==> config.mk <==
export PLATFORM = sky130hd
export DESIGN_NAME = mem_arbiter
export DESIGN_NICKNAME = d
export VERILOG_FILES = /design/src/rtl/mem_arbiter_pkg.sv /design/src/rtl/mem_arb_timer.sv /design/src/rtl/mem_arbiter.sv
export SDC_FILE = /design/constraint.sdc
export NUM_CORES = 1
export LEC_CHECK = 0
export ABC_AREA = 0
export BUFFER_PORTS_ARGS = -buffer_cell sky130_fd_sc_hd__buf_2
export CORE_ASPECT_RATIO = 1.5
export CORE_MARGIN = 2
export CORE_UTILIZATION = 48
export DETAILED_ROUTE_END_ITERATION = 8
export HOLD_SLACK_MARGIN = 0.08
export PLACE_DENSITY = 0.84
export SETUP_SLACK_MARGIN = 0.05
export SYNTH_ARGS = -nofsm -noshare
export SYNTH_HDL_FRONTEND = slang
export SYNTH_HIERARCHICAL = 1
export SYNTH_SLANG_ARGS = --single-unit
==> constraint.sdc <==
create_clock -name clk -period 5.9 [get_ports clk]
set_input_delay 1.18 -clock clk [delete_from_list [all_inputs] [get_ports clk]]
set_output_delay 1.18 -clock clk [all_outputs]
set_load 0.05 [all_outputs]
==> src/rtl/mem_arbiter_pkg.sv <==
// Shared types and helpers for the IF/MEM memory-port arbiter.
package mem_arbiter_pkg;

    // Arbiter FSM state encodings.
    typedef enum logic [2:0] {
        ARB_IDLE     = 3'd0,
        ARB_BUSY_IF  = 3'd1,
        ARB_BUSY_MEM = 3'd2,
        ARB_RESP_IF  = 3'd3,
        ARB_RESP_MEM = 3'd4
    } arb_state_e;

    // Watchdog counter width; a disabled watchdog (0) still gets one bit.
    function automatic int unsigned timer_width(input int unsigned timeout);
        return (timeout == 0) ? 1 : $clog2(timeout + 1);
    endfunction

endpackage

==> src/rtl/mem_arb_timer.sv <==
// Clear/enable watchdog counter bounding one bus transaction.
module mem_arb_timer
    import mem_arbiter_pkg::*;
#(
    parameter int unsigned TIMEOUT = 255
) (
    input  logic clk,
    input  logic rst,
    input  logic clr,
    input  logic en,
    output logic expired
);

    localparam int unsigned CntW = timer_width(TIMEOUT);

    logic [CntW-1:0] count;

    // Count enabled cycles since the last clear.
    always_ff @(posedge clk or posedge rst) begin
        if (rst) begin
            count <= '0;
        end else if (clr) begin
            count <= '0;
        end else if (en) begin
            count <= count + CntW'(1);
        end
    end

    // Fires in the cycle whose increment would bring the count to TIMEOUT.
    assign expired = en && (TIMEOUT != 0) && ((32'(count) + 32'd1) == TIMEOUT);

endmodule

==> src/rtl/mem_arbiter.sv <==
// Serialises IF fetches and MEM loads/stores onto a single req/ack memory bus.
module mem_arbiter
    import mem_arbiter_pkg::*;
#(
    parameter int unsigned ADDR_WIDTH = 32,
    parameter int unsigned DATA_WIDTH = 32,
    parameter int unsigned TIMEOUT    = 255
) (
    input  logic                  clk,
    input  logic                  rst,
    input  logic                  if_ren,
    input  logic [ADDR_WIDTH-1:0] if_addr,
    output logic [DATA_WIDTH-1:0] if_data,
    output logic                  if_stall,
    input  logic                  mem_ren,
    input  logic                  mem_wen,
    input  logic [ADDR_WIDTH-1:0] mem_addr,
    input  logic [DATA_WIDTH-1:0] mem_din,
    output logic [DATA_WIDTH-1:0] mem_dout,
    output logic                  mem_stall,
    output logic                  bus_cs,
    output logic                  bus_we,
    output logic [ADDR_WIDTH-1:0] bus_addr,
    output logic [DATA_WIDTH-1:0] bus_dout,
    input  logic [DATA_WIDTH-1:0] bus_din,
    input  logic                  bus_ack,
    output logic                  bus_timeout
);

    arb_state_e state, state_next;

    logic                  bus_cs_next;
    logic                  bus_we_next;
    logic [ADDR_WIDTH-1:0] bus_addr_next;
    logic [DATA_WIDTH-1:0] bus_dout_next;
    logic [DATA_WIDTH-1:0] if_data_next;
    logic [DATA_WIDTH-1:0] mem_dout_next;
    logic                  bus_timeout_next;
    logic                  tmr_clr;
    logic                  tmr_en;
    logic                  tmr_expired;
    logic                  mem_req;

    assign mem_req = mem_ren | mem_wen;

    mem_arb_timer #(
        .TIMEOUT (TIMEOUT)
    ) u_timer (
        .clk     (clk),
        .rst     (rst),
        .clr     (tmr_clr),
        .en      (tmr_en),
        .expired (tmr_expired)
    );

    // Next-state, bus register and data register update.
    always_comb begin
        state_next       = state;
        bus_cs_next      = bus_cs;
        bus_we_next      = bus_we;
        bus_addr_next    = bus_addr;
        bus_dout_next    = bus_dout;
        if_data_next     = if_data;
        mem_dout_next    = mem_dout;
        bus_timeout_next = 1'b0;
        tmr_clr          = 1'b0;
        tmr_en           = 1'b0;

        case (state)
            ARB_IDLE: begin
                // MEM wins: it belongs to the older instruction.
                if (mem_req) begin
                    state_next    = ARB_BUSY_MEM;
                    bus_cs_next   = 1'b1;
                    bus_we_next   = mem_wen;
                    bus_addr_next = mem_addr;
                    if (mem_wen) begin
                        bus_dout_next = mem_din;
                    end
                    tmr_clr = 1'b1;
                end else if (if_ren) begin
                    state_next    = ARB_BUSY_IF;
                    bus_cs_next   = 1'b1;
                    bus_we_next   = 1'b0;
                    bus_addr_next = if_addr;
                    tmr_clr       = 1'b1;
                end
            end

            ARB_BUSY_IF: begin
                tmr_en = !bus_ack;
                if (bus_ack) begin
                    bus_cs_next  = 1'b0;
                    if_data_next = bus_din;
                    state_next   = ARB_RESP_IF;
                end else if (tmr_expired) begin
                    bus_cs_next      = 1'b0;
                    if_data_next     = '0;
                    bus_timeout_next = 1'b1;
                    state_next       = ARB_RESP_IF;
                end
            end

            ARB_BUSY_MEM: begin
                tmr_en = !bus_ack;
                // A store never touches mem_dout, even on timeout.
                if (bus_ack) begin
                    bus_cs_next = 1'b0;
                    if (!bus_we) begin
                        mem_dout_next = bus_din;
                    end
                    state_next = ARB_RESP_MEM;
                end else if (tmr_expired) begin
                    bus_cs_next = 1'b0;
                    if (!bus_we) begin
                        mem_dout_next = '0;
                    end
                    bus_timeout_next = 1'b1;
                    state_next       = ARB_RESP_MEM;
                end
            end

            ARB_RESP_IF, ARB_RESP_MEM: begin
                state_next = ARB_IDLE;
            end

            default: begin
                state_next = ARB_IDLE;
            end
        endcase
    end

    // FSM state register.
    always_ff @(posedge clk or posedge rst) begin
        if (rst) begin
            state <= ARB_IDLE;
        end else begin
            state <= state_next;
        end
    end

    // Bus and returned-data registers.
    always_ff @(posedge clk or posedge rst) begin
        if (rst) begin
            bus_cs      <= 1'b0;
            bus_we      <= 1'b0;
            bus_addr    <= '0;
            bus_dout    <= '0;
            if_data     <= '0;
            mem_dout    <= '0;
            bus_timeout <= 1'b0;
        end else begin
            bus_cs      <= bus_cs_next;
            bus_we      <= bus_we_next;
            bus_addr    <= bus_addr_next;
            bus_dout    <= bus_dout_next;
            if_data     <= if_data_next;
            mem_dout    <= mem_dout_next;
            bus_timeout <= bus_timeout_next;
        end
    end

    // A requester is released only in its own RESP cycle; a dropped request raises no stall.
    assign if_stall  = if_ren & (state != ARB_RESP_IF);
    assign mem_stall = mem_req & (state != ARB_RESP_MEM);

endmodule

==> out/summary.txt <==
CP cell instances: buf_2 -> nor3_1 -> nand3_1 -> a211oi_1 -> o21bai_4 -> or3b_1 -> a22o_1
IO buf count: 266
DRT iter0 DRCs: 201
Total vias in the final route: 4641
FF-to-FF path depth: 7
RSZ-0062 raised after global routing: no
Worst Setup EP: if_data[24]
Worst Max-Slew Pin Slew: 1.17 ns
Crit Reg-Reg Startpoint: state[1]
Status: complete, no violations
Routability Congestion: 0.861
Tcrit/Tclk final: 69.2%
Seq/Total Area, Yosys: 57.7%
Ys Warns: 6
Post-CTS Resized: 0
Post-synthesis register bit count: 142
Clock Path Buffers: 2
Final worst path period need: 4.08 ns
Num ports: 267
Setup crit start: bus_ack
Root buffer cell: clkbuf_16
Leak: 0.00425 µW
Area Overhead vs Synth: 30.6%
Starting Density: 49.2%
Worst-Skew Late Latency: 0.41 ns
Setup CP Type: primary input to flip-flop
Peak supply drop: 0.371 mV
Crit-path max FO: 36
Clock Skew: 0.0108 ns
Largest net degree at the start of global routing: 78
Drt pass-1 iters: 5
Share of layout cells above drive strength 1: 55.7%
Design Area, Final: 8040 µm²
CP Capture Type: flip-flop
Cells after synthesis: 462
Finished Layout Cells: 888
Hold Buf Count CTS: 0
Unique masters post-synth: 40
CTS sink cnt: 142
DRT antenna net count: 0
Max cap viols: 0
Vias per cell: 5.23
CP Data Required Time: 6.20 ns
Final WL: 15400 µm
R2r setup slk: 2.38 ns
Dpl hpwl: 11200 µm
Vias in the first global route: 4854
Max H-tree Level: 4
CTS buffer count: 17
Core Area: 12500 µm²
CTS tree: built
DP Cell Count: 856
Dpl cell area: 7460 µm²
Die extent in x: 96.5 µm
Die area: 13800 µm²
Row count: 50
Reg2reg end: if_data[24]
Initial antenna violation count: 1
Slew Limit Fails: 0
CP max stage cell: nor3_1
Cell Pwr Density: 703 nW/µm²
Clk pin slew, worst setup/hold paths: 0.07 ns
Class of the worst hold path: flip-flop to flip-flop
Syn Area/Cell: 13.3 µm²
Syn_nets: 598
Final nets: 855
TNS Setup: 0 ns
Worst path arrival time: 4.38 ns
DRC violations left: 0
Slew headroom: 21.8%
First-pass GRT wire length: 23600 µm
Die Y: 143 µm
Ant diodes: 0
Slowest stage delay, CP: 0.88 ns
Max Clk Rate: 245 MHz
Hold Fails Final Rpt: 0
Synth Cell Area: 6150 µm²
Setup crit start kind: primary input
Per-cell routed wire length: 17.4 µm
Setup Fix Bufs, Post-CTS: 0
All-layer global routing usage: 22.4%
Gr ovfl total: 0
Final Setup Violations: 0
==> metrics by stage <==
stage	util (%)	power (µW)	setup slack, ns	hold slack (ns)
floorplan	-	3980	1.14	0.510
global placement	59.6	4550	1.66	0.477
detailed placement	59.6	4640	1.39	0.477
CTS	64.2	5700	1.79	0.497
global route	64.2	5900	1.58	0.514
finish	64.2	5650	1.82	0.490
==> flip-flops by register name, indices dropped and copies added, names as in the netlist <==
register / cells
bus_dout: 32
u_timer/count: 8
bus_timeout: 1
if_data: 32
bus_addr: 32
state: 3
bus_we: 1
mem_dout: 32
bus_cs: 1
==> cell usage in the layout (no fill, tap or decap), drive strengths merged, types with 2 or more instances in the layout <==
| cell | instances |
|---|---|
| clkinvlp | 4 |
| mux2i | 32 |
| inv | 46 |
| nor3 | 4 |
| xnor2 | 3 |
| nor2 | 10 |
| nand4 | 2 |
| a211oi | 3 |
| nor2b | 2 |
| ha | 2 |
| a21oi | 4 |
| nand2 | 36 |
| o21ai | 2 |
| buf | 269 |
| xor2 | 2 |
| dfrtp | 142 |
| o21bai | 2 |
| clkbuf | 17 |
| mux2 | 98 |
| and2 | 2 |
| or3 | 2 |
| a22o | 32 |
| nand3 | 3 |
==> Yosys cell counts (all sizes together) <==
| library cell | instances | area, µm² |
|---|---|---|
| xnor2 | 3 | 26.3 |
| o31a | 1 | 8.76 |
| and2 | 2 | 12.5 |
| nand2 | 36 | 138 |
| a21oi | 4 | 20.0 |
| mux2 | 98 | 1100 |
| nand2b | 1 | 6.26 |
| a211oi | 3 | 22.5 |
| nor2b | 2 | 12.5 |
| or3 | 2 | 12.5 |
| mux2i | 32 | 320 |
| o31ai | 1 | 7.51 |
| nand3b | 1 | 7.51 |
| inv | 37 | 139 |
| dfrtp | 142 | 3550 |
| o22a | 1 | 8.76 |
| ha | 2 | 25.0 |
| o21bai | 2 | 26.3 |
| o21a | 1 | 7.51 |
| o21ai | 2 | 10.0 |
| clkbuf | 5 | 18.8 |
| or3b | 1 | 8.76 |
| buf | 26 | 231 |
| nor3 | 4 | 20.0 |
| nand4 | 2 | 12.5 |
| or4 | 1 | 7.51 |
| and4bb | 1 | 12.5 |
| a21boi | 1 | 7.51 |
| and3b | 1 | 10.0 |
| xor2 | 2 | 17.5 |
| a22o | 32 | 280 |
| nand3 | 3 | 20.0 |
| nor2 | 10 | 40.0 |
==> cell families (layout without fill, tap and decap cells) <==
group	count (synthesis)	in the layout	synth area share (%)
DFF	142	142	57.7
muxes	130	130	23.1
buffers and inverters	68	338	6.32
and+or+nand+nor	67	67	5.20
AOI/OAI and AO/OA	48	48	6.49
xor gates and xnor gates	5	5	0.712
adders and majority gates	2	2	0.407
==> critical path: cells and delay by family <==
family          cells  cell delay [ns]
compound gates      3             0.97
buf+inv             1             0.32
simple gates        3             1.89
==> power breakdown <==
part / switching (µW) / internal [µW] / leakage [µW] / total, µW
Clock: 443 / 594 / 0.000272 / 1040
Sequential: 262 / 1430 / 0.00176 / 1690
Combinational: 2140 / 788 / 0.00222 / 2930
==> worst min-delay path by stage <==
| stage | startpoint | end | slack (ns) | cells past startpoint |
|---|---|---|---|---|
| after detailed placement | if_data[2] | if_data[2] | 0.48 | 1 |
| final | if_data[30] | if_data[30] | 0.49 | 1 |
| after global placement | if_data[0] | if_data[0] | 0.48 | 1 |
| after global routing | if_data[17] | if_data[17] | 0.51 | 1 |
| after CTS | if_data[30] | if_data[30] | 0.50 | 1 |
| after floorplan | state[2] | state[1] | 0.51 | 1 |
==> metal layers <==
layer	vias up	share of wire [%]	global-route usage (%)	wire, µm
met3	44	6.5	5.91	1010
met5	-	0.084	0	13
met4	2	3.2	10.9	488
met2	199	54	38.8	8380
met1	2281	36	25.2	5560
li1	2115	-	-	-
==> area by class of cell <==
cell class	instances	area, µm²
inverter	37	144
timing repair buffer	269	1350
sequential	142	3550
clock inverter	15	149
tap	156	195
clock buffer	17	425
multi-input combinational	252	2210
fill	979	4480
Note: power is estimated with default switching activity, not from simulation.
